===== src/rtl/free_list_if.sv =====
// Dispatch/commit-side bundle of the physical-register free list.
// The controller takes the slave modport.
interface free_list_if #(
  parameter int SS         = 2,
  parameter int PR_ENTRIES = 64,
  parameter int ARCH_REGS  = 32
);
  localparam int DEPTH = PR_ENTRIES - ARCH_REGS;
  localparam int PW    = $clog2(PR_ENTRIES);
  localparam int CNT_W = $clog2(DEPTH) + 1;

  logic                   alloc_req;
  logic                   alloc_ok;
  logic [SS-1:0][PW-1:0]  free_list_regs;
  logic [SS-1:0]          rel_valid;
  logic [SS-1:0][PW-1:0]  rel_pr;
  logic [CNT_W-1:0]       free_count;
  logic                   avail;
  logic                   overflow_err;

  modport master (
    output alloc_req, rel_valid, rel_pr,
    input  alloc_ok, free_list_regs, free_count, avail, overflow_err
  );

  modport slave (
    input  alloc_req, rel_valid, rel_pr,
    output alloc_ok, free_list_regs, free_count, avail, overflow_err
  );
endinterface


===== src/rtl/free_list_ctrl.sv =====
// Circular FIFO of free physical register indices: SS-wide all-or-nothing
// allocation at the head, compacted reclaim of committed registers at the tail.
module free_list_ctrl #(
  parameter int SS         = 2,
  parameter int PR_ENTRIES = 64,
  parameter int ARCH_REGS  = 32
) (
  input logic       clk,
  input logic       rst,
  free_list_if.slave fl
);
  localparam int DEPTH = PR_ENTRIES - ARCH_REGS;
  localparam int PW    = $clog2(PR_ENTRIES);
  localparam int PTR_W = $clog2(DEPTH);
  localparam int CNT_W = $clog2(DEPTH) + 1;
  localparam int SUM_W = CNT_W + 1;

  logic [PW-1:0]    entry_r [DEPTH];
  logic [PTR_W-1:0] head_r;
  logic [PTR_W-1:0] tail_r;
  logic [CNT_W-1:0] free_count_r;
  logic             overflow_r;

  logic             avail_s;
  logic             alloc_ok_s;
  logic [CNT_W-1:0] taken_s;
  logic [CNT_W-1:0] acc_s;
  logic [SUM_W-1:0] occ_s;
  logic             drop_s;
  logic [SS-1:0]    wr_en_s;
  logic [PTR_W-1:0] wr_ptr_s [SS];

  // Explicit modulo-DEPTH add so non-power-of-two depths wrap correctly.
  function automatic logic [PTR_W-1:0] ptr_add(input logic [PTR_W-1:0] p,
                                               input logic [CNT_W-1:0] inc);
    logic [PTR_W:0] s;
    s = {1'b0, p} + inc;
    s = (s >= (PTR_W+1)'(DEPTH)) ? (s - (PTR_W+1)'(DEPTH)) : s;
    return s[PTR_W-1:0];
  endfunction

  assign avail_s    = (free_count_r >= CNT_W'(SS));
  assign alloc_ok_s = fl.alloc_req & avail_s;

  // Compact valid non-p0 releases and accept them while the list has room after this cycle's grant.
  always_comb begin
    taken_s = alloc_ok_s ? CNT_W'(SS) : '0;
    acc_s   = '0;
    occ_s   = '0;
    drop_s  = 1'b0;
    wr_en_s = '0;
    for (int j = 0; j < SS; j++) begin
      wr_ptr_s[j] = ptr_add(tail_r, acc_s);
      occ_s = SUM_W'(free_count_r) - SUM_W'(taken_s) + SUM_W'(acc_s);
      if (fl.rel_valid[j] && (fl.rel_pr[j] != '0)) begin
        if (occ_s < SUM_W'(DEPTH)) begin
          wr_en_s[j] = 1'b1;
          acc_s      = acc_s + CNT_W'(1);
        end else begin
          drop_s = 1'b1;
        end
      end else begin
        wr_en_s[j] = 1'b0;
      end
    end
  end

  // Head, tail, credit count and sticky overflow flag.
  always_ff @(posedge clk or posedge rst) begin
    if (rst) begin
      head_r       <= '0;
      tail_r       <= '0;
      free_count_r <= CNT_W'(DEPTH);
      overflow_r   <= 1'b0;
    end else begin
      head_r       <= alloc_ok_s ? ptr_add(head_r, CNT_W'(SS)) : head_r;
      tail_r       <= ptr_add(tail_r, acc_s);
      free_count_r <= free_count_r - taken_s + acc_s;
      overflow_r   <= overflow_r | drop_s;
    end
  end

  // FIFO storage: at reset the list holds every register not mapped to an architectural one.
  always_ff @(posedge clk or posedge rst) begin
    if (rst) begin
      for (int i = 0; i < DEPTH; i++) begin
        entry_r[i] <= PW'(ARCH_REGS + i);
      end
    end else begin
      for (int j = 0; j < SS; j++) begin
        if (wr_en_s[j]) begin
          entry_r[wr_ptr_s[j]] <= fl.rel_pr[j];
        end
      end
    end
  end

  for (genvar k = 0; k < SS; k++) begin : g_out
    assign fl.free_list_regs[k] = entry_r[ptr_add(head_r, CNT_W'(k))];
  end

  assign fl.alloc_ok     = alloc_ok_s;
  assign fl.free_count   = free_count_r;
  assign fl.avail        = avail_s;
  assign fl.overflow_err = overflow_r;
endmodule

===== src/flat_wrapper.sv =====
// flat-port wrapper written by rule: the top's interface ports become plain ports
module free_list_ctrl_flat 
#(
  parameter int SS         = 2,
  parameter int PR_ENTRIES = 64,
  parameter int ARCH_REGS  = 32
)
  (clk, rst, fl_alloc_req, fl_rel_valid, fl_rel_pr, fl_alloc_ok, fl_free_list_regs, fl_free_count, fl_avail, fl_overflow_err);
  free_list_if #(.SS(SS), .PR_ENTRIES(PR_ENTRIES), .ARCH_REGS(ARCH_REGS)) fl_i ();
  input logic clk;
  input logic rst;
  input wire logic [$bits(fl_i.alloc_req)-1:0] fl_alloc_req;
  input wire logic [$bits(fl_i.rel_valid)-1:0] fl_rel_valid;
  input wire logic [$bits(fl_i.rel_pr)-1:0] fl_rel_pr;
  output wire logic [$bits(fl_i.alloc_ok)-1:0] fl_alloc_ok;
  output wire logic [$bits(fl_i.free_list_regs)-1:0] fl_free_list_regs;
  output wire logic [$bits(fl_i.free_count)-1:0] fl_free_count;
  output wire logic [$bits(fl_i.avail)-1:0] fl_avail;
  output wire logic [$bits(fl_i.overflow_err)-1:0] fl_overflow_err;
  assign fl_i.alloc_req = fl_alloc_req;
  assign fl_i.rel_valid = fl_rel_valid;
  assign fl_i.rel_pr = fl_rel_pr;
  assign fl_alloc_ok = fl_i.alloc_ok;
  assign fl_free_list_regs = fl_i.free_list_regs;
  assign fl_free_count = fl_i.free_count;
  assign fl_avail = fl_i.avail;
  assign fl_overflow_err = fl_i.overflow_err;
  free_list_ctrl #(.SS(SS), .PR_ENTRIES(PR_ENTRIES), .ARCH_REGS(ARCH_REGS)) u_core (.clk(clk), .rst(rst), .fl(fl_i));
endmodule

===== config.mk =====
export PLATFORM = sky130hd
export DESIGN_NAME = free_list_ctrl_flat
export DESIGN_NICKNAME = d
export VERILOG_FILES = /design/src/rtl/free_list_if.sv /design/src/rtl/free_list_ctrl.sv /design/src/flat_wrapper.sv
export SDC_FILE = /design/constraint.sdc
export NUM_CORES = 1
export LEC_CHECK = 0
export ABC_CLOCK_PERIOD_IN_PS = 7690
export CORE_MARGIN = 5
export CORE_UTILIZATION = 45
export DETAILED_ROUTE_END_ITERATION = 12
export GPL_ROUTABILITY_DRIVEN = 0
export PLACE_DENSITY = 0.67
export SLEW_MARGIN = 40
export SYNTH_ARGS = -nofsm -noshare
export SYNTH_HDL_FRONTEND = slang
export SYNTH_SLANG_ARGS = --single-unit

===== constraint.sdc =====
create_clock -name clk -period 7.69 [get_ports clk]
set_clock_uncertainty 0.2 [all_clocks]
set_input_delay 0.769 -clock clk [delete_from_list [all_inputs] [get_ports clk]]
set_output_delay 0.769 -clock clk [all_outputs]
set_load 0.02 [all_outputs]

==> impl_table.tex, run 1 <==
\begin{tabular}{lr}
\hline
Metric & Value \\
\hline
\multicolumn{2}{l}{\textbf{Logic synthesis}} \\
Commonest register cell after synthesis & sky130\_fd\_sc\_hd\_\_dfstp\_2 \\
Sequential element share of the synthesized area & 0.409 \\
Post-Syn Nets & 1014 \\
Count of unique library cells instantiated by Yosys & slightly above 50 \\
Post-synthesis cell count & 978 \\
Post-synth top area cell & sky130\_fd\_sc\_hd\_\_mux2\_2 \\
Post-Synthesis Mean Instance Area & between 10 and 15 um2 \\
Synthesized flop and latch total & 208 \\
Top area cells in the synthesized netlist & sky130\_fd\_sc\_hd\_\_mux2\_2, sky130\_fd\_sc\_hd\_\_dfstp\_2, sky130\_fd\_sc\_hd\_\_dfrtp\_1 \\
Share of the synthesized area in the top cell type & 0.306 \\
Synth Cell Area & $\sim$0.013 mm2 \\
Fraction of registers with async set/reset & 1.00 \\
Synth Warn \# & 0 \\
Number of enable flip-flop cells after synthesis & 0 \\
\multicolumn{2}{l}{\textbf{Layout}} \\
Layout cells sized above 1 & 0.625 \\
Commonest non-fill, non-tap cell in the layout & sky130\_fd\_sc\_hd\_\_mux2\_2 \\
Finished Core Util & 0.508 \\
Antenna diode count & 0 \\
Sequential cell area & 0.00535 mm2 \\
Number of fillers in the final layout & 2540 \\
Total area of multi-input combinational cells & around 0.0073 mm2 \\
Top library cells by usage in the layout, fill and taps aside & sky130\_fd\_sc\_hd\_\_mux2\_2, sky130\_fd\_sc\_hd\_\_dfstp\_2, sky130\_fd\_sc\_hd\_\_dfrtp\_1, sky130\_fd\_sc\_hd\_\_mux4\_2, sky130\_fd\_sc\_hd\_\_nor2\_1 \\
Layout overhead on the synthesized area & 11.4\% \\
Count of nets after finishing & about 1k \\
Cell area after layout & 0.0146 mm2 \\
Non-filler instance count after layout & between 1k and 1.5k \\
\multicolumn{2}{l}{\textbf{Floorplan}} \\
Initial Utilization & 0.456 \\
Number of placement rows & between 60 and 70 \\
Die span in y & $\sim$180 um \\
Placeable core region & about 0.029 mm2 \\
Boundary pin count & 38 \\
Die area & around 0.033 mm2 \\
Die outline width & about 180 um \\
\multicolumn{2}{l}{\textbf{Power and ir drop}} \\
Switching share of power & 0.345 \\
Sequential power share & 0.354 \\
Maximum resistive drop on vdd & 0.000202 V \\
Leakage & roughly 6.1 nW \\
Switching power of the nets & 2.06 mW \\
Share of total power in combinational logic & 0.454 \\
Areal power density over the cells & between 400 and 500 mW/mm2 \\
Internal power consumption & approximately 3.9 mW \\
Portion of total power attributed to the clock network & 0.192 \\
\multicolumn{2}{l}{\textbf{CTS}} \\
Cts bufs inserted & 25 \\
Count of cells resized by post-cts repair & 0 \\
Total number of H-tree levels & 1 \\
Buffer count from post-CTS setup fixing & 0 \\
Number of sinks on the clock net & 208 \\
Clock latency on the worst-skew pair & 520 ps \\
TritonCTS clock tree & yes \\
Clock transition at the registers of the reported paths & around 60 ps \\
Root Driver & sky130\_fd\_sc\_hd\_\_clkbuf\_16 \\
Number of hold-repair buffers added at the cts stage & 0 \\
Maximum clock insertion buffer count & 3 \\
\multicolumn{2}{l}{\textbf{Timing}} \\
Worst hold margin & $\sim$330 ps \\
Hold Vio Cnt, Final & 0 \\
Count of final setup violators & 0 \\
Tcrit/Tclk final & 0.699 \\
Fmax & $\sim$0.19 GHz \\
Least-Margin Pin Slew & 840 ps \\
Shortest clock period the worst path allows after layout & around 5400 ps \\
RSZ-0062 raised after global routing & no \\
TNS Setup & 0 ps \\
Number of slew-limit violations in the final report & 0 \\
Rel. slew slack & 0.440 \\
\multicolumn{2}{l}{\textbf{Worst setup path}} \\
Data arrival, critical path & 5580 ps \\
Critical-path maximum fanout & 7 \\
Category of the worst setup path capture point & register \\
Length in cells of the worst reg-to-reg path & 17 \\
Crit path launch type & register \\
Slack of the worst reg-to-reg path & 2310 ps \\
Worst endpoint required time & 7890 ps \\
Startpoint of the most critical register-to-register path & u\_core.fl.free\_count[3] \\
Capturing point of the worst reg2reg path & u\_core.entry\_r[100] \\
Critical path start-end classification & register to register \\
Critical path endpoint & u\_core.entry\_r[100] \\
Crit path launch & u\_core.fl.free\_count[3] \\
\multicolumn{2}{l}{\textbf{Global routing}} \\
Number of antenna violations at the first check in global routing & 2 \\
Maximum number of pins on one net before global-route repair & approximately 100 \\
Total Routing Usage GR & 0.205 \\
GR Overflow Total & 0 \\
First-pass GRT wire length & $\sim$53000 um \\
Via count of the first global-routing pass & around 8.6k \\
\multicolumn{2}{l}{\textbf{Placement}} \\
Cell total after placement & 1342 \\
Area post-placement & $\sim$0.014 mm2 \\
Sum of net half-perimeters after detailed placement & 21500 um \\
Buffers on Ports & 37 \\
\multicolumn{2}{l}{\textbf{Routing}} \\
Mean number of vias per cell & 6.01 \\
Routed wire length & roughly 34000 um \\
First-pass detailed-route iteration total & 5 \\
DRC & 0 \\
Iteration-0 DRC count of the detailed router & slightly above 600 \\
Routed wire length per instance & approximately 24 um \\
Number of vias after detailed routing & around 8.3k \\
Antenna viol nets, final & 0 \\
\multicolumn{2}{l}{\textbf{Worst hold path}} \\
Hold\_sp & u\_core.fl.free\_count[0] \\
Class of the worst hold path & register to register \\
\multicolumn{2}{l}{\textbf{Flow run}} \\
\# Max-Cap Violations & 0 \\
\multicolumn{2}{l}{\textbf{Run status}} \\
Result of the run & completed \\
\hline
\end{tabular}
## cells in the mapped netlist, types with 3 or more instances
library cell / number
sky130_fd_sc_hd__a211o_1: 3
sky130_fd_sc_hd__a21oi_1: 12
sky130_fd_sc_hd__and3_1: 5
sky130_fd_sc_hd__buf_1: 3
sky130_fd_sc_hd__buf_2: 17
sky130_fd_sc_hd__buf_4: 6
sky130_fd_sc_hd__clkbuf_1: 51
sky130_fd_sc_hd__dfrtp_1: 95
sky130_fd_sc_hd__dfstp_2: 113
sky130_fd_sc_hd__ha_1: 17
sky130_fd_sc_hd__inv_1: 20
sky130_fd_sc_hd__mux2_1: 7
sky130_fd_sc_hd__mux2_2: 355
sky130_fd_sc_hd__mux2i_1: 13
sky130_fd_sc_hd__mux4_2: 60
sky130_fd_sc_hd__nand2_1: 13
sky130_fd_sc_hd__nand2b_1: 5
sky130_fd_sc_hd__nand3_1: 36
sky130_fd_sc_hd__nand3_2: 9
sky130_fd_sc_hd__nand4_1: 20
sky130_fd_sc_hd__nand4_2: 7
sky130_fd_sc_hd__nand4_4: 8
sky130_fd_sc_hd__nand4b_1: 3
sky130_fd_sc_hd__nand4bb_1: 3
sky130_fd_sc_hd__nor2_1: 40
sky130_fd_sc_hd__nor2_2: 3
sky130_fd_sc_hd__nor2b_1: 4
sky130_fd_sc_hd__o21ai_0: 13
sky130_fd_sc_hd__xnor2_1: 8
sky130_fd_sc_hd__xor2_1: 3
## logic make-up after synthesis
logic type                 count (synthesis)  share of synthesized area
AOI/OAI and AO/OA                         42                     0.0239
xor gates and xnor gates                  11                    0.00736
adders and majority gates                 19                     0.0193
buffers and inverters                     98                     0.0320
DFF                                      208                      0.409
muxes                                    435                      0.425
and+or+nand+nor                          165                     0.0841
## worst min path at each step
stage | to | slack (ps) | cells past startpoint
global placement | u_core.fl.overflow_err | 320 | 1
detailed placement | u_core.fl.overflow_err | 320 | 1
floorplan | u_core.entry_r[126] | 330 | 2
finish | u_core.fl.free_count[0] | 330 | 1
global route | u_core.fl.overflow_err | 340 | 1
CTS | u_core.fl.overflow_err | 330 | 1
## power groups by stage
stage,logic [mW],registers [mW],clock network [mW]
after global routing,2.91,2.17,1.22
after detailed placement,2.71,2.12,0
after floorplan,2.14,1.94,0
after CTS,2.72,2.10,1.17
final,2.71,2.11,1.15
after global placement,2.64,2.10,0
## state kept, by name, summed over array words and instances (netlist names)
signal / count
u_core.fl.overflow_err: 1
u_core.entry_r: 192
u_core.fl.free_count: 6
u_core.head_r: 4
u_core.tail_r: 5
## through the flow
stage / power [mW] / setup WS (ps)
final: 5.97 / 2310
after detailed placement: 4.83 / 2290
after global routing: 6.30 / 2040
after floorplan: 4.08 / 1230
after global placement: 4.74 / 2370
after CTS: 5.99 / 2380
## routing by layer
| layer | vias up | wire (um) | track usage |
|---|---|---|---|
| met5 | - | 27 | 0 |
| met4 | 4 | 946 | 0.0626 |
| met1 | 4376 | 15200 | 0.291 |
| met2 | 187 | 16300 | 0.331 |
| li1 | 3717 | - | - |
| met3 | 60 | 1460 | 0.0279 |
## cell type report
class,count,area share
clock inverters,7,0.00506
well taps,384,0.0330
inverters,20,0.00566
multi-input cells,672,0.503
flip-flops and latches,208,0.367
repair buffers,58,0.0370
clock buffers,39,0.0493
## critical path: stages, from the launching register on
cell and delay, ps:
sky130_fd_sc_hd__dfrtp_1 440, sky130_fd_sc_hd__inv_1 150, sky130_fd_sc_hd__ha_1 200, sky130_fd_sc_hd__nand2_1 110, sky130_fd_sc_hd__a21o_1 180, sky130_fd_sc_hd__and2_1 260
sky130_fd_sc_hd__ha_1 260, sky130_fd_sc_hd__ha_1 220, sky130_fd_sc_hd__and3_1 190, sky130_fd_sc_hd__o22ai_1 450, sky130_fd_sc_hd__nor2_1 180, sky130_fd_sc_hd__ha_1 300
sky130_fd_sc_hd__ha_1 310, sky130_fd_sc_hd__nand2_1 80, sky130_fd_sc_hd__a211oi_2 330, sky130_fd_sc_hd__and2_0 630, sky130_fd_sc_hd__nand4_2 340, sky130_fd_sc_hd__mux2_1 410
(Power assumes the default switching activity.)
==> inputs of run 2 (changes only) <==
--- a/config.mk
+++ b/config.mk
@@ -5,7 +5,7 @@
 export SDC_FILE = /design/constraint.sdc
 export NUM_CORES = 1
 export LEC_CHECK = 0
-export ABC_CLOCK_PERIOD_IN_PS = 7690
+export ABC_CLOCK_PERIOD_IN_PS = 5200
 export CORE_MARGIN = 5
 export CORE_UTILIZATION = 45
 export DETAILED_ROUTE_END_ITERATION = 12
==> constraint.sdc (replaced) <==
create_clock -name clk -period 5.2 [get_ports clk]
set_clock_uncertainty 0.2 [all_clocks]
set_input_delay 0.52 -clock clk [delete_from_list [all_inputs] [get_ports clk]]
set_output_delay 0.52 -clock clk [all_outputs]
set_load 0.02 [all_outputs]
==> impl_table.tex, run 2 (same netlist as run 1, synthesis figures left out) <==
\begin{tabular}{lr}
\hline
Metric & Value \\
\hline
\multicolumn{2}{l}{\textbf{Run status}} \\
Result of the run & completed (unchanged) \\
\multicolumn{2}{l}{\textbf{Routing}} \\
Routed wire length per instance & 24.5 um (about the same) \\
DRC & 0 (unchanged) \\
Iteration-0 DRC count of the detailed router & 682 (was 621) \\
Routed wire length & 34100 um (was 34000 um) \\
Antenna viol nets, final & 0 (unchanged) \\
First-pass detailed-route iteration total & 5 (unchanged) \\
Mean number of vias per cell & 5.97 (was 6.01) \\
Number of vias after detailed routing & 8329 (was 8344) \\
\multicolumn{2}{l}{\textbf{Worst setup path}} \\
Category of the worst setup path capture point & register (unchanged) \\
Critical-path maximum fanout & 6 (was 7) \\
Length in cells of the worst reg-to-reg path & 17 (unchanged) \\
Largest delay contributor family on the critical path & simple AND/OR/NAND/NOR gates (unchanged) \\
Cell at the slowest stage of the critical path & sky130\_fd\_sc\_hd\_\_nand4\_1 (was sky130\_fd\_sc\_hd\_\_and2\_0) \\
Data arrival, critical path & 5090 ps (was 5580 ps) \\
Buffering stage count on the worst path with inverters included & 1 (unchanged) \\
Worst stage delay on the critical path & 420 ps (was 630 ps) \\
Worst endpoint required time & 5400 ps (was 7890 ps) \\
Number of logic stages on the critical path including buffering & 17 (unchanged) \\
Critical path start-end classification & register to register (unchanged) \\
Cells along the critical path & inv\_1 -> ha\_1 -> nand2\_1 -> a21o\_1 -> and2\_1 -> ha\_1 -> ha\_1 -> a21oi\_1 -> o22ai\_2 -> nor2\_1 -> ha\_1 -> ha\_1 -> nand2b\_1 -> a211o\_1 -> nor2\_2 -> nand4\_1 -> mux2\_2 (was inv\_1 -> ha\_1 -> nand2\_1 -> a21o\_1 -> and2\_1 -> ha\_1 -> ha\_1 -> and3\_1 -> o22ai\_1 -> nor2\_1 -> ha\_1 -> ha\_1 -> nand2\_1 -> a211oi\_2 -> and2\_0 -> nand4\_2 -> mux2\_1) \\
Most repeated library cell on the critical path & sky130\_fd\_sc\_hd\_\_ha\_1 (unchanged) \\
Crit path launch type & register (unchanged) \\
\multicolumn{2}{l}{\textbf{Timing}} \\
Rel. slew slack & 0.423 (was 0.440) \\
Shortest clock period the worst path allows after layout & 4890 ps (was 5380 ps) \\
Final WS setup & 309 ps (was 2310 ps) \\
Hold Vio Cnt, Final & 0 (unchanged) \\
RSZ-0062 raised after global routing & no (unchanged) \\
Tcrit/Tclk final & 0.941 (was 0.699) \\
TNS Setup & 0 ps (unchanged) \\
Fmax & 0.204 GHz (was 0.186 GHz) \\
Count of final setup violators & 0 (unchanged) \\
Least-Margin Pin Slew & 866 ps (was 840 ps) \\
Number of slew-limit violations in the final report & 0 (unchanged) \\
\multicolumn{2}{l}{\textbf{Global routing}} \\
Total Routing Usage GR & 0.210 (was 0.205) \\
GR Overflow Total & 0 (unchanged) \\
Maximum number of pins on one net before global-route repair & 80 (was 102) \\
Number of antenna violations at the first check in global routing & 0 (was 2) \\
Via count of the first global-routing pass & 8723 (was 8582) \\
First-pass GRT wire length & 54000 um (was 52800 um) \\
\multicolumn{2}{l}{\textbf{CTS}} \\
Clock latency on the worst-skew pair & 520 ps (about the same) \\
Number of sinks on the clock net & 208 (unchanged) \\
Number of hold-repair buffers added at the cts stage & 0 (unchanged) \\
Cts bufs inserted & 24 (was 25) \\
Maximum clock insertion buffer count & 3 (unchanged) \\
Root Driver & sky130\_fd\_sc\_hd\_\_clkbuf\_16 (unchanged) \\
TritonCTS clock tree & yes (unchanged) \\
Clock transition at the registers of the reported paths & 60 ps (about the same) \\
Total number of H-tree levels & 1 (unchanged) \\
\multicolumn{2}{l}{\textbf{Floorplan}} \\
Die span in y & 181 um (unchanged) \\
Die outline width & 181 um (unchanged) \\
Placeable core region & 0.0287 mm2 (unchanged) \\
Die area & 0.0326 mm2 (unchanged) \\
Initial Utilization & 0.456 (unchanged) \\
Number of placement rows & 62 (unchanged) \\
Boundary pin count & 38 (unchanged) \\
\multicolumn{2}{l}{\textbf{Layout}} \\
Count of nets after finishing & 1028 (was 1021) \\
Number of flip-flops under the largest register name & 192 (unchanged) \\
Number of fillers in the final layout & 2469 (was 2540) \\
Total area of multi-input combinational cells & 0.00737 mm2 (was 0.00733 mm2) \\
Antenna diode count & 0 (unchanged) \\
Top library cells by usage in the layout, fill and taps aside & sky130\_fd\_sc\_hd\_\_mux2\_2, sky130\_fd\_sc\_hd\_\_dfstp\_2, sky130\_fd\_sc\_hd\_\_dfrtp\_1, sky130\_fd\_sc\_hd\_\_mux4\_2, sky130\_fd\_sc\_hd\_\_nor2\_1 (unchanged) \\
Finished Core Util & 0.511 (was 0.508) \\
Sequential cell area & 0.00535 mm2 (unchanged) \\
Top reg by flops & u\_core.entry\_r (unchanged) \\
Layout overhead on the synthesized area & 12.0\% (was 11.4\%) \\
Layout cells sized above 1 & 0.628 (was 0.625) \\
Commonest non-fill, non-tap cell in the layout & sky130\_fd\_sc\_hd\_\_mux2\_2 (unchanged) \\
\multicolumn{2}{l}{\textbf{Power and ir drop}} \\
Leakage & 6.14 nW (was 6.11 nW) \\
Maximum resistive drop on vdd & 0.000366 V (was 0.000202 V) \\
Areal power density over the cells & 598 mW/mm2 (was 409 mW/mm2) \\
\multicolumn{2}{l}{\textbf{Placement}} \\
Pre-CTS WS & 93.4 ps (was 2290 ps) \\
Sum of net half-perimeters after detailed placement & 22100 um (was 21500 um) \\
Buffers on Ports & 37 (unchanged) \\
\multicolumn{2}{l}{\textbf{Worst hold path}} \\
Class of the worst hold path & input port to async pin (was register to register) \\
\multicolumn{2}{l}{\textbf{Flow run}} \\
\# Max-Cap Violations & 0 (unchanged) \\
\hline
\end{tabular}
[run 2: cell count changes in the layout (fill, tap and decap cells not counted), moves of 2 or more]
cell                       before  now
sky130_fd_sc_hd__buf_12         0    3
sky130_fd_sc_hd__buf_4         18   25
sky130_fd_sc_hd__buf_6          3    1
sky130_fd_sc_hd__clkbuf_1      10   13
sky130_fd_sc_hd__clkinv_2       3    1
sky130_fd_sc_hd__inv_8          2    0
sky130_fd_sc_hd__nand3_1       36   34
sky130_fd_sc_hd__nand3_2        9   11
sky130_fd_sc_hd__o31ai_2        2    0
sky130_fd_sc_hd__o31ai_4        0    2
[run 2: path summary, 6_finish.rpt]
| kind | from | endpoint | slack, ps |
|---|---|---|---|
| max | u_core.fl.free_count[3] | u_core.entry_r[13] | 310 |
| min | rst | u_core.entry_r[32] | 100 |
| max reg2reg | u_core.fl.free_count[3] | u_core.entry_r[13] | 310 |
| min reg2reg | u_core.fl.overflow_err | u_core.fl.overflow_err | 300 |
| max in group asynchronous | rst | u_core.entry_r[172] | 3640 |
| min in group clk | u_core.fl.overflow_err | u_core.fl.overflow_err | 300 |
[run 2: layout make-up]
| cell class | instances | share of cell area |
|---|---|---|
| tap | 384 | 0.0328 |
| timing repair buffer | 66 | 0.0429 |
| inverter | 20 | 0.00538 |
| clock buffer | 43 | 0.0507 |
| clock inverter | 1 | 0.000342 |
| sequential | 208 | 0.365 |
| multi-input combinational | 672 | 0.503 |
[run 2: routing by layer]
metal | track usage | share of wire | up-vias
li1 | - | - | 3718
met1 | 0.300 | 0.45 | 4345
met2 | 0.344 | 0.48 | 222
met3 | 0.0240 | 0.048 | 44
met4 | 0.0496 | 0.020 | 0
met5 | 0 | 0 | -
[run 2: metrics by stage]
step                      cells  instance area, um2  total power, mW  hold slack (ps)
after floorplan             978               13100             6.04              328
after global placement     1346               13800             7.02              284
after detailed placement   1347               13800             7.14              284
after CTS                  1391               14600             8.80              296
after global routing       1394               14700             9.27              106
final                      1394               14700             8.77             95.8
[run 2: power breakdown]
| part | internal, mW | switching, mW |
|---|---|---|
| Combinational | 2.21 | 1.80 |
| Clock | 0.957 | 0.662 |
| Sequential | 2.59 | 0.549 |
| Total | 5.76 | 3.01 |
[run 2: worst reg2reg max path, delay by kind of cell (launching register included)]
family	cells	cell delay, ps
simple gates	6	1510
fa+ha+maj	5	1210
buf+inv	1	140
mux	1	420
flops	1	410
compound gates	4	900
[run 2: what timing repair did]
| action | CTS | global route |
|---|---|---|
| setup endpoints to repair | 0 | 92 |
| buffers inserted | 0 | 2 |
| gates resized for setup | 0 | 6 |
==> inputs of run 3 (changes only) <==
--- a/config.mk
+++ b/config.mk
@@ -7,10 +7,10 @@
 export LEC_CHECK = 0
 export ABC_CLOCK_PERIOD_IN_PS = 5200
 export CORE_MARGIN = 5
-export CORE_UTILIZATION = 45
+export CORE_UTILIZATION = 63
 export DETAILED_ROUTE_END_ITERATION = 12
 export GPL_ROUTABILITY_DRIVEN = 0
-export PLACE_DENSITY = 0.67
+export PLACE_DENSITY = 0.87
 export SLEW_MARGIN = 40
 export SYNTH_ARGS = -nofsm -noshare
 export SYNTH_HDL_FRONTEND = slang
==> impl_table.tex, run 3 (same netlist as run 1, synthesis figures left out) <==
\begin{tabular}{lr}
\hline
Metric & Value \\
\hline
\multicolumn{2}{l}{\textbf{CTS}} \\
Clock latency on the worst-skew pair & 500 ps (was 520 ps) \\
Cts bufs inserted & 23 (was 24) \\
Number of hold-repair buffers added at the cts stage & 0 (unchanged) \\
Root Driver & sky130\_fd\_sc\_hd\_\_clkbuf\_16 (unchanged) \\
Total number of H-tree levels & 1 (unchanged) \\
TritonCTS clock tree & yes (unchanged) \\
Maximum clock insertion buffer count & 3 (unchanged) \\
Clock transition at the registers of the reported paths & 60 ps (about the same) \\
Number of sinks on the clock net & 208 (unchanged) \\
\multicolumn{2}{l}{\textbf{Routing}} \\
Iteration-0 DRC count of the detailed router & 861 (was 682) \\
First-pass detailed-route iteration total & 5 (unchanged) \\
Number of vias after detailed routing & 8527 (was 8329) \\
Antenna viol nets, final & 0 (unchanged) \\
Routed wire length per instance & 25.4 um (was 24.5 um) \\
Routed wire length & 32300 um (was 34100 um) \\
Mean number of vias per cell & 6.71 (was 5.97) \\
DRC & 0 (unchanged) \\
\multicolumn{2}{l}{\textbf{Power and ir drop}} \\
Leakage & 6.11 nW (was 6.14 nW) \\
Maximum resistive drop on vdd & 0.000322 V (was 0.000366 V) \\
Total power consumption of the routed design & 8.84 mW (was 8.77 mW) \\
Areal power density over the cells & 611 mW/mm2 (was 598 mW/mm2) \\
\multicolumn{2}{l}{\textbf{Floorplan}} \\
Initial Utilization & 0.643 (was 0.456) \\
Die area & 0.0238 mm2 (was 0.0326 mm2) \\
Number of placement rows & 52 (was 62) \\
Die span in y & 154 um (was 181 um) \\
Boundary pin count & 38 (unchanged) \\
Placeable core region & 0.0204 mm2 (was 0.0287 mm2) \\
Die outline width & 154 um (was 181 um) \\
\multicolumn{2}{l}{\textbf{Worst setup path}} \\
Crit path launch type & register (unchanged) \\
Critical-path maximum fanout & 7 (was 6) \\
Critical path start-end classification & register to register (unchanged) \\
Data arrival, critical path & 5310 ps (was 5090 ps) \\
Startpoint of the most critical register-to-register path & u\_core.fl.free\_count[3] (unchanged) \\
Category of the worst setup path capture point & register (unchanged) \\
Crit path launch & u\_core.fl.free\_count[3] (unchanged) \\
Worst endpoint required time & 5390 ps (was 5400 ps) \\
\multicolumn{2}{l}{\textbf{Global routing}} \\
Maximum number of pins on one net before global-route repair & 137 (was 80) \\
First-pass GRT wire length & 52000 um (was 54000 um) \\
GR Overflow Total & 0 (unchanged) \\
Total Routing Usage GR & 0.274 (was 0.210) \\
Via count of the first global-routing pass & 9079 (was 8723) \\
Number of antenna violations at the first check in global routing & 0 (unchanged) \\
\multicolumn{2}{l}{\textbf{Timing}} \\
RSZ-0062 raised after global routing & yes (was no) \\
Count of final setup violators & 0 (unchanged) \\
Least-Margin Pin Slew & 847 ps (was 866 ps) \\
Fmax & 0.195 GHz (was 0.204 GHz) \\
Tcrit/Tclk final & 0.985 (was 0.941) \\
Rel. slew slack & 0.435 (was 0.423) \\
Number of slew-limit violations in the final report & 0 (unchanged) \\
Hold Vio Cnt, Final & 0 (unchanged) \\
Final WS setup & 78.0 ps (was 309 ps) \\
Shortest clock period the worst path allows after layout & 5120 ps (was 4890 ps) \\
\multicolumn{2}{l}{\textbf{Worst hold path}} \\
Hold\_sp & u\_core.fl.overflow\_err \\
Class of the worst hold path & register to register (was input port to async pin) \\
\multicolumn{2}{l}{\textbf{Placement}} \\
Buffers on Ports & 37 (unchanged) \\
Sum of net half-perimeters after detailed placement & 20700 um (was 22100 um) \\
Pre-CTS WS & 256 ps (was 93.4 ps) \\
\multicolumn{2}{l}{\textbf{Layout}} \\
Layout overhead on the synthesized area & 10.5\% (was 12.0\%) \\
Layout cells sized above 1 & 0.628 (about the same) \\
Antenna diode count & 0 (unchanged) \\
Top library cells by usage in the layout, fill and taps aside & sky130\_fd\_sc\_hd\_\_mux2\_2, sky130\_fd\_sc\_hd\_\_dfstp\_2, sky130\_fd\_sc\_hd\_\_dfrtp\_1, sky130\_fd\_sc\_hd\_\_mux4\_2, sky130\_fd\_sc\_hd\_\_nor2\_1 (unchanged) \\
Number of flip-flops under the largest register name & 192 (unchanged) \\
Top reg by flops & u\_core.entry\_r (unchanged) \\
Commonest non-fill, non-tap cell in the layout & sky130\_fd\_sc\_hd\_\_mux2\_2 (unchanged) \\
Count of nets after finishing & 1021 (was 1028) \\
\multicolumn{2}{l}{\textbf{Flow run}} \\
\# Max-Cap Violations & 0 (unchanged) \\
\multicolumn{2}{l}{\textbf{Run status}} \\
Result of the run & completed (unchanged) \\
\hline
\end{tabular}
run 3: cell count changes in the layout (fill, tap and decap cells not counted), moves of 3 or more:
cell,delta
sky130_fd_sc_hd__nor2_4,+3
sky130_fd_sc_hd__nor2_2,-3
sky130_fd_sc_hd__clkinv_2,+3
sky130_fd_sc_hd__buf_4,-7
sky130_fd_sc_hd__clkbuf_1,-5
run 3: worst paths after layout:
path / endpoint / slack, ps / cells after the start
worst max-delay path: u_core.entry_r[85] / 80 / 17
worst max register to register: u_core.entry_r[85] / 80 / 17
min in group asynchronous: u_core.entry_r[106] / 330 / 3
max in group asynchronous: u_core.head_r[1] / 3700 / 3
worst min-delay path: u_core.fl.overflow_err / 290 / 1
worst min register to register: u_core.fl.overflow_err / 290 / 1
run 3: metal layers:
layer	routed length (um)	track usage	part of all wire
met2	16200	0.462	0.50
met3	2110	0.0399	0.065
met5	0	0	0
met1	13300	0.376	0.41
met4	684	0.0690	0.021
run 3: layout make-up:
| class | count | area (um2) |
|---|---|---|
| Inverter | 20 | 78.8 |
| Fill cell | 1329 | 5900 |
| Multi-Input combinational cell | 672 | 7370 |
| Tap cell | 270 | 338 |
| Clock inverter | 6 | 80.1 |
| Sequential cell | 208 | 5350 |
| Timing Repair Buffer | 60 | 588 |
| Clock buffer | 35 | 661 |
run 3: stage by stage:
stage	util	TNS [ps]	cells	area (um2)	hold WS, ps
CTS	0.708	0	1270	14400	297
finish	0.710	0	1271	14500	294
floorplan	-	0	978	13100	328
global placement	0.670	0	1227	13600	277
global route	0.710	-6940	1271	14500	324
detailed placement	0.672	0	1229	13700	284
run 3: critical path, stage by stage (launching register included):
cell                       delay, ps
sky130_fd_sc_hd__dfrtp_1         420
sky130_fd_sc_hd__inv_1           140
sky130_fd_sc_hd__ha_1            200
sky130_fd_sc_hd__nand2_1         120
sky130_fd_sc_hd__a21o_1          180
sky130_fd_sc_hd__and2_1          260
sky130_fd_sc_hd__ha_1            260
sky130_fd_sc_hd__ha_1            240
sky130_fd_sc_hd__a21oi_1         210
sky130_fd_sc_hd__o22ai_1         150
sky130_fd_sc_hd__nor2_1          210
sky130_fd_sc_hd__ha_1            290
sky130_fd_sc_hd__ha_1            360
sky130_fd_sc_hd__a21boi_2        280
sky130_fd_sc_hd__a21oi_1         160
sky130_fd_sc_hd__o31ai_2         550
sky130_fd_sc_hd__nand3_1         400
sky130_fd_sc_hd__mux2_2          390
run 3: timing repair:
action                     CTS  global route
setup endpoints to repair    0            79
resized for setup            0             7
setup buffers                0             1
run 3: report_power, final:
part	leakage (nW)	total [mW]	internal (mW)	switching, mW
registers	2.39	3.20	2.59	0.611
clock network	0.366	1.63	0.972	0.655
logic	3.35	4.01	2.21	1.80
total	6.11	8.84	5.78	3.06
